### config.mk
export PLATFORM = sky130hd
export DESIGN_NAME = alu_branch_unit_flat
export DESIGN_NICKNAME = d
export VERILOG_FILES = /design/src/rtl/alu_pkg.sv /design/src/rtl/alu_branch_unit_if.sv /design/src/rtl/alu_shifter.sv /design/src/rtl/alu_branch_unit.sv /design/src/flat_wrapper.sv
export SDC_FILE = /design/constraint.sdc
export NUM_CORES = 1
export LEC_CHECK = 0
export ABC_CLOCK_PERIOD_IN_PS = 4700
export BUFFER_PORTS_ARGS = -buffer_cell sky130_fd_sc_hd__buf_2
export CORE_MARGIN = 2
export CORE_UTILIZATION = 55
export DETAILED_ROUTE_END_ITERATION = 16
export PLACE_DENSITY = 0.84
export SYNTH_ARGS = -nofsm -noshare
export SYNTH_HDL_FRONTEND = slang
export SYNTH_SLANG_ARGS = --single-unit
### constraint.sdc
create_clock -name CLK -period 4.7 [get_ports CLK]
set_input_delay 0.705 -clock CLK [delete_from_list [all_inputs] [get_ports CLK]]
set_output_delay 0.705 -clock CLK [all_outputs]
set_load 0.01 [all_outputs]
### src/rtl/alu_pkg.sv
// Shared constants and types for the alu_branch_unit execute stage.
package alu_pkg;

  localparam int ALU_WIDTH = 8;

  localparam logic [2:0] ALU_FWD = 3'b000;
  localparam logic [2:0] ALU_ADD = 3'b001;
  localparam logic [2:0] ALU_AND = 3'b010;
  localparam logic [2:0] ALU_OR  = 3'b011;
  localparam logic [2:0] ALU_SLL = 3'b100;
  localparam logic [2:0] ALU_SRL = 3'b101;
  localparam logic [2:0] ALU_SRA = 3'b110;
  localparam logic [2:0] ALU_ROR = 3'b111;

  typedef enum logic [2:0] {
    OP_FWD = ALU_FWD,
    OP_ADD = ALU_ADD,
    OP_AND = ALU_AND,
    OP_OR  = ALU_OR,
    OP_SLL = ALU_SLL,
    OP_SRL = ALU_SRL,
    OP_SRA = ALU_SRA,
    OP_ROR = ALU_ROR
  } alu_op_t;

endpackage

### src/rtl/alu_branch_unit_if.sv
// Operand/control/result bundle between the decode/regfile side (master) and the execute stage (slave).
interface alu_branch_unit_if;
  import alu_pkg::*;

  logic                 STALL;
  logic [ALU_WIDTH-1:0] DATA1;
  logic [ALU_WIDTH-1:0] DATA2;
  logic [2:0]           ALUOP;
  logic                 BRANCH_SELECT;
  logic                 BNE_SELECT;
  logic [ALU_WIDTH-1:0] ALU_RESULT;
  logic                 ISZERO;
  logic                 DOBRANCH;
  logic                 DOBNE;

  modport master (
    output STALL, DATA1, DATA2, ALUOP, BRANCH_SELECT, BNE_SELECT,
    input  ALU_RESULT, ISZERO, DOBRANCH, DOBNE
  );

  modport slave (
    input  STALL, DATA1, DATA2, ALUOP, BRANCH_SELECT, BNE_SELECT,
    output ALU_RESULT, ISZERO, DOBRANCH, DOBNE
  );
endinterface

### src/rtl/alu_shifter.sv
// Combinational SLL/SRL/SRA/ROR; op is ALUOP[1:0]. Shift amounts of 8 or more saturate, rotates use amount mod 8.
module alu_shifter
  import alu_pkg::*;
(
  input  logic [ALU_WIDTH-1:0] data1,
  input  logic [ALU_WIDTH-1:0] data2,
  input  logic [1:0]           op,
  output logic [ALU_WIDTH-1:0] result
);

  logic       big_s;
  logic [2:0] amt_s;
  logic [7:0] rot_s;

  assign big_s = |data2[7:3];
  assign amt_s = data2[2:0];
  assign rot_s = 8'({data1, data1} >> amt_s);

  // Shift/rotate select
  always_comb begin
    result = 8'h00;
    case (op)
      2'b00: begin
        if (big_s) result = 8'h00;
        else       result = data1 << amt_s;
      end
      2'b01: begin
        if (big_s) result = 8'h00;
        else       result = data1 >> amt_s;
      end
      2'b10: begin
        if (big_s) result = {ALU_WIDTH{data1[7]}};
        else       result = 8'($signed(data1) >>> amt_s);
      end
      2'b11:   result = rot_s;
      default: result = 8'h00;
    endcase
  end

endmodule

### src/rtl/alu_branch_unit.sv
// Registered 8-bit ALU with zero flag and BEQ/BNE resolution.
// Define ALU_SHIFT_EN to include the shifter; otherwise ALUOP 100-111 yield 8'h00.
module alu_branch_unit
  import alu_pkg::*;
#(
  parameter int WIDTH = 8
) (
  input  logic               CLK,
  input  logic               RESET,
  alu_branch_unit_if.slave   bus
);

  alu_op_t          op_s;
  logic [WIDTH-1:0] result_s;
  logic [WIDTH-1:0] shift_s;
  logic             zero_s;
  logic [WIDTH-1:0] result_r;
  logic             iszero_r;
  logic             dobranch_r;
  logic             dobne_r;

  assign op_s = alu_op_t'(bus.ALUOP);

`ifdef ALU_SHIFT_EN
  alu_shifter u_shifter (
    .data1  (bus.DATA1),
    .data2  (bus.DATA2),
    .op     (bus.ALUOP[1:0]),
    .result (shift_s)
  );
`else
  assign shift_s = 8'h00;
`endif

  // Operation mux; every opcode has a defined result
  always_comb begin
    result_s = 8'h00;
    case (op_s)
      OP_FWD:                         result_s = bus.DATA2;
      OP_ADD:                         result_s = bus.DATA1 + bus.DATA2;
      OP_AND:                         result_s = bus.DATA1 & bus.DATA2;
      OP_OR:                          result_s = bus.DATA1 | bus.DATA2;
      OP_SLL, OP_SRL, OP_SRA, OP_ROR: result_s = shift_s;
      default:                        result_s = 8'h00;
    endcase
  end

  assign zero_s = (result_s == 8'h00);

  // Output registers: reset beats stall, stall holds everything
  always_ff @(posedge CLK) begin
    if (!RESET) begin
      result_r   <= 8'h00;
      iszero_r   <= 1'b0;
      dobranch_r <= 1'b0;
      dobne_r    <= 1'b0;
    end else if (!bus.STALL) begin
      result_r   <= result_s;
      iszero_r   <= zero_s;
      dobranch_r <= bus.BRANCH_SELECT & zero_s;
      dobne_r    <= bus.BNE_SELECT & ~zero_s;
    end
  end

  assign bus.ALU_RESULT = result_r;
  assign bus.ISZERO     = iszero_r;
  assign bus.DOBRANCH   = dobranch_r;
  assign bus.DOBNE      = dobne_r;

endmodule

### src/flat_wrapper.sv
// flat-port wrapper written by rule: the top's interface ports become plain ports
module alu_branch_unit_flat import alu_pkg::*;
#(
  parameter int WIDTH = 8
)
  (CLK, RESET, bus_STALL, bus_DATA1, bus_DATA2, bus_ALUOP, bus_BRANCH_SELECT, bus_BNE_SELECT, bus_ALU_RESULT, bus_ISZERO, bus_DOBRANCH, bus_DOBNE);
  alu_branch_unit_if bus_i ();
  input  logic CLK;
  input  logic RESET;
  input wire logic [$bits(bus_i.STALL)-1:0] bus_STALL;
  input wire logic [$bits(bus_i.DATA1)-1:0] bus_DATA1;
  input wire logic [$bits(bus_i.DATA2)-1:0] bus_DATA2;
  input wire logic [$bits(bus_i.ALUOP)-1:0] bus_ALUOP;
  input wire logic [$bits(bus_i.BRANCH_SELECT)-1:0] bus_BRANCH_SELECT;
  input wire logic [$bits(bus_i.BNE_SELECT)-1:0] bus_BNE_SELECT;
  output wire logic [$bits(bus_i.ALU_RESULT)-1:0] bus_ALU_RESULT;
  output wire logic [$bits(bus_i.ISZERO)-1:0] bus_ISZERO;
  output wire logic [$bits(bus_i.DOBRANCH)-1:0] bus_DOBRANCH;
  output wire logic [$bits(bus_i.DOBNE)-1:0] bus_DOBNE;
  assign bus_i.STALL = bus_STALL;
  assign bus_i.DATA1 = bus_DATA1;
  assign bus_i.DATA2 = bus_DATA2;
  assign bus_i.ALUOP = bus_ALUOP;
  assign bus_i.BRANCH_SELECT = bus_BRANCH_SELECT;
  assign bus_i.BNE_SELECT = bus_BNE_SELECT;
  assign bus_ALU_RESULT = bus_i.ALU_RESULT;
  assign bus_ISZERO = bus_i.ISZERO;
  assign bus_DOBRANCH = bus_i.DOBRANCH;
  assign bus_DOBNE = bus_i.DOBNE;
  alu_branch_unit #(.WIDTH(WIDTH)) u_core (.CLK(CLK), .RESET(RESET), .bus(bus_i));
endmodule
# == Word-level counts from Yosys, hierarchy flattened ==
# Index checks and enable logic that the tools add are counted.
# word_totals
output_inout_bits,11
in_bits,24
wordCells,21
ff_bits,11
# op_classes
add_sub_neg,1
muxes,1
bitwise_logic,5
eq_ne,7
reduce_logical,3
# op_table
cell,count
8-bit one-hot mux with 5 select lines,1
3-bit equality test (second input constant),4
8-bit adder,1
8-bit bitwise AND,1
8-bit zero test,1
8-bit OR,1
3-bit by 2-bit equality test with 1-bit output (second input constant),2
4-bit OR reduction,1
3-bit by 1-bit equality test with 1-bit output (second input constant),1
3-bit zero test,1
1-bit bitwise AND,2
1-bit inverter,1

# == Depth between registers and ports, before layout ==
# logic_depth
word_depth,6
ltp_mapped,9
ltp_nobuf,9

# == Least setup slack after synthesis ==
# OpenSTA, ideal clock, no wires.
# synth_path
kind,input -> register
startpoint,input port bus_DATA2[0]
endpoint,register u_core.dobranch_r (netlist: u_core.bus.DOBRANCH)
stages,8
arrival_time_ns,2.716
path_buffers,0
setup_slack_ns,1.924
setup_time_ns,0.060
required_ns,4.640
cell_sequence,ha_1 > fa_1 > xor2_1 > mux4_2 > nor3_2 > o21ai_1 > nor4_2 > a41o_1
# synth_via
elab_chain_len,4
elab_cells_between_ends,6
classes_between,1 x add/sub; 1 x mux; 3 x bitwise; 1 x reduce/logical
# synth_lines
element,line,source
from (decl),flat_wrapper.sv:12,input wire logic [$bits(bus_i.DATA2)-1:0] bus_DATA2;
"8-bit adder, or another cell as far along",alu_branch_unit.sv:40,OP_ADD: result_s = bus.DATA1 + bus.DATA2;
8-bit one-hot mux with 5 select lines *,alu_branch_unit.sv:38,case (op_s)
8-bit zero test *,alu_branch_unit.sv:48,assign zero_s = (result_s == 8'h00);
1-bit bitwise AND *,alu_branch_unit.sv:60,dobranch_r <= bus.BRANCH_SELECT & zero_s;
to (signal assigned),alu_branch_unit.sv:60,
to (decl),alu_branch_unit.sv:19,logic dobranch_r;
# Mark *: on every way between the ends. The rest lies on a longest branch, timed or not.
# A chain may end at the register's enable or synchronous reset.

# == Final worst setup path ==
# layout_path
startpoint,input port bus_DATA2[0]
endpoint,register u_core.dobne_r (netlist: u_core.bus.DOBNE)
# layout_via
elab_chain_len,5
elab_cells_between_ends,7
classes_between,1 x add/sub; 1 x mux; 4 x bitwise; 1 x reduce/logical
# layout_lines
element,line,source
"8-bit adder, or another cell as far along",alu_branch_unit.sv:40,
8-bit one-hot mux with 5 select lines *,alu_branch_unit.sv:38,
8-bit zero test *,alu_branch_unit.sv:48,
1-bit inverter *,alu_branch_unit.sv:61,dobne_r <= bus.BNE_SELECT & ~zero_s;
1-bit bitwise AND *,alu_branch_unit.sv:61,
to (signal assigned),alu_branch_unit.sv:61,
to (decl),alu_branch_unit.sv:20,logic dobne_r;
# Marked as above.

==> results by group <==
Critical path
  – Kind of critical path: primary input to flip-flop
  – Critical Path AT: about 3 ns
  – CP Capture Type: flip-flop
  – Req. time, crit path: between 4 and 5 ns
  – Worst-path maximum fanout: 4
  – R2R Path End: u_core.bus.DOBRANCH
  – Worst reg2reg path startpoint: u_core.bus.DOBRANCH
  – R2R depth: 2
  – Worst reg2reg setup slack: 3.93 ns
  – Critical Path Source Type: primary input

Yosys
  – Post-Synthesis Cell Area: 1167 um^2
  – Top cell type's share of synthesized area: a little under a fifth
  – Distinct cell type count after synthesis: 37
  – Flops & latches, synth: 11
  – Post-synth EDFFs: 0
  – Syn Area/Cell: just over 8 um^2
  – Sequential share of the synthesized area: 18.86%
  – Most common flop cell mapped by yosys: dfxtp_1
  – Area leader, netlist: dfxtp_1
  – Ys Warns: 0
  – Synthesized instance count: 142
  – Syn Nets: 183
  – Top cells by area, synth: dfxtp_1, ha_1, mux4_2, inv_1, nor2b_1
  – Post-synth ARST share: 0%

Floorplan
  – Area of the die: between 2000 and 3000 um^2
  – Die W: roughly 50 um
  – CORE AREA: approximately 2000 um^2
  – Row Count: 16
  – IO Pins: 35
  – Starting Density: approximately three fifths
  – Vert. Die Dim: around 50 um

CTS
  – Clock Tree Buf Depth: 2
  – Root Buffer: clkbuf_4
  – CTS tree: built
  – Post-CTS Setup Inserts: 0
  – CTS buffer count: 3
  – Post-CTS Hold Fix Bufs: 0
  – Skew-Pair Late Insertion Delay: roughly 0.27 ns
  – # resized after CTS: 0
  – # H-tree levels: 1
  – CTS Sinks: 11
  – Clk slew on worst S/H paths: 0.06 ns

Finish
  – Layout net count: ~220
  – Fillcell total: about 170
  – Diodes inserted: 0
  – Share of cells above drive strength 1: around a quarter
  – Most frequent cells in the layout: buf_2, inv_1, ha_1
  – Layout Cells excl Fill: 200
  – Leading cell type in the layout, fill and taps excluded: buf_2
  – Area grow syn2layout: 16.29%

Routing
  – Initial DRC count: 17
  – Drc violations: 0
  – DR WL/cell: 12.90 um
  – Via/cell ratio: between 5 and 6
  – Antenna Violating Nets Remaining: 0
  – TritonRoute pass-1 iters: 4
  – Total number of vias: approximately 1100
  – Final wirelength: 2.579 mm

Power
  – Worst vdd ir: 138.5 uV
  – LEAKAGE: around 0.7 nW
  – PD cells: between 150 and 200 nW/um^2

Timing
  – Post-route setup TNS: 0 ns
  – Worst-margin pin slew: between 0.4 and 0.5 ns
  – RSZ-0062 raised after global routing: no
  – Period Utilization, post-route: between 50% and 60%
  – Clock Skew: 0 ns
  – Final hold vios: 0
  – Final Critical Period: 2.781 ns
  – Pins Over Slew Limit: 0
  – Final setup viols: 0
  – Max frequency: approximately 360 MHz
  – Slew Limit Headroom: 71.92%

Global routing
  – GRT Total Usage: a little under a quarter
  – Largest net degree at the start of global routing: 18
  – Initial antenna violation count: 0
  – Global-route wire length before repair: 4.443 mm
  – Number of global-route vias before repair: between 1000 and 1500
  – Gr ovfl total: 0

Place
  – Hpwl dp: around 2.2 mm
  – Port Buffers: 34
  – Placed cell count: between 150 and 200
  – Gp weighted congestion: a little under 0.9

Hold path
  – Hold EP: u_core.bus.ALU_RESULT[3]
  – Hold Startpoint: u_core.bus.ALU_RESULT[3]
  – Hold depth: 2
  – Hold crit path type: flip-flop to flip-flop

Status
  – Outcome: finished clean

Job
  – Max-cap violations: 0
worst max-delay path, stage by stage:
cell and delay (ns):
buf_2 0.11, ha_1 0.25, fa_1 0.42, xor2_1 0.17, mux4_2 0.48, nor3_2 0.18
o21ai_1 0.09, nor4_2 0.36, o21ai_0 0.15
cell type report:
| type | instances | area (um^2) | share of cell area, % |
|---|---|---|---|
| multi-input cells | 102 | 824.5 | 60.74 |
| clock buffers | 4 | 26.28 | 1.935 |
| flip-flops and latches | 11 | 220.2 | 16.22 |
| inverters | 22 | 82.58 | 6.083 |
| repair buffers | 34 | 170.2 | 12.53 |
| well taps | 27 | 33.78 | 2.488 |
cells by family after synthesis:
kind of cell / count (synthesis) / synth area share [%]
AO/OA/AOI/OAI: 35 / 20.04
XOR/XNOR: 5 / 3.751
adder cells (fa/ha/maj): 17 / 18.86
buffers and inverters: 29 / 10.50
flip-flops: 11 / 18.86
multiplexers: 7 / 10.29
AND/OR/NAND/NOR: 38 / 17.69
metal layers:
layer	GRT usage [%]	share of wire, %
met1	25.85	41
met2	39.47	51
met3	3.030	5.4
met5	0	0
met4	13.89	2.5
power breakdown:
group	switching (W)	internal (W)	total, W
Sequential	0.00000265	0.0000984	0.000101
Clock	0.0000291	0.0000329	0.0000620
Combinational	0.0000581	0.0000490	0.000107
synth_stat cells, drive strengths merged, types with 2 or more instances:
cell type	instances
a211oi	6
clkbuf	3
and3	2
nor3	3
xor2	5
a21oi	3
o22ai	5
mux4	4
o21ai	9
nand3	3
nand2	7
o211ai	2
nor2	8
ha	16
dfxtp	11
inv	22
a22oi	4
buf	4
and2	2
nor2b	8
mux2i	3
how the worst max path moves through the flow:
stage / startpoint / end / slack (ns) / cells after the start
final: bus_DATA2[0] / u_core.bus.DOBNE / 1.92 / 9
after global routing: bus_DATA2[0] / u_core.bus.DOBNE / 1.74 / 9
after CTS: bus_DATA2[0] / u_core.bus.DOBNE / 1.91 / 9
after detailed placement: bus_DATA2[0] / u_core.bus.DOBNE / 1.62 / 9
after global placement: bus_DATA2[0] / u_core.bus.DOBRANCH / 1.72 / 9
after floorplan: bus_DATA2[0] / u_core.bus.DOBRANCH / 1.92 / 8
state kept, by name (all words and copies together) (netlist names):
name and count:
u_core.bus.ALU_RESULT 8, u_core.bus.DOBNE 1, u_core.bus.DOBRANCH 1, u_core.bus.ISZERO 1
through the flow:
step / worst slack, ns / utilization (%) / power [W] / area, um^2 / hold slack [ns]
4_1_cts: 1.906 / 68.50 / 0.0002712 / 1358 / 0.5360
6_report: 1.919 / 68.50 / 0.0002702 / 1358 / 0.5300
2_1_floorplan: 1.924 / - / 0.0001787 / 1167 / 0.5099
5_1_grt: 1.738 / 68.50 / 0.0002878 / 1358 / 0.5570
3_5_place_dp: 1.622 / 67.17 / 0.0002097 / 1331 / 0.5250
3_3_place_gp: 1.723 / 67.17 / 0.0002036 / 1331 / 0.4619
No activity file was read; power rests on OpenSTA's default activity.
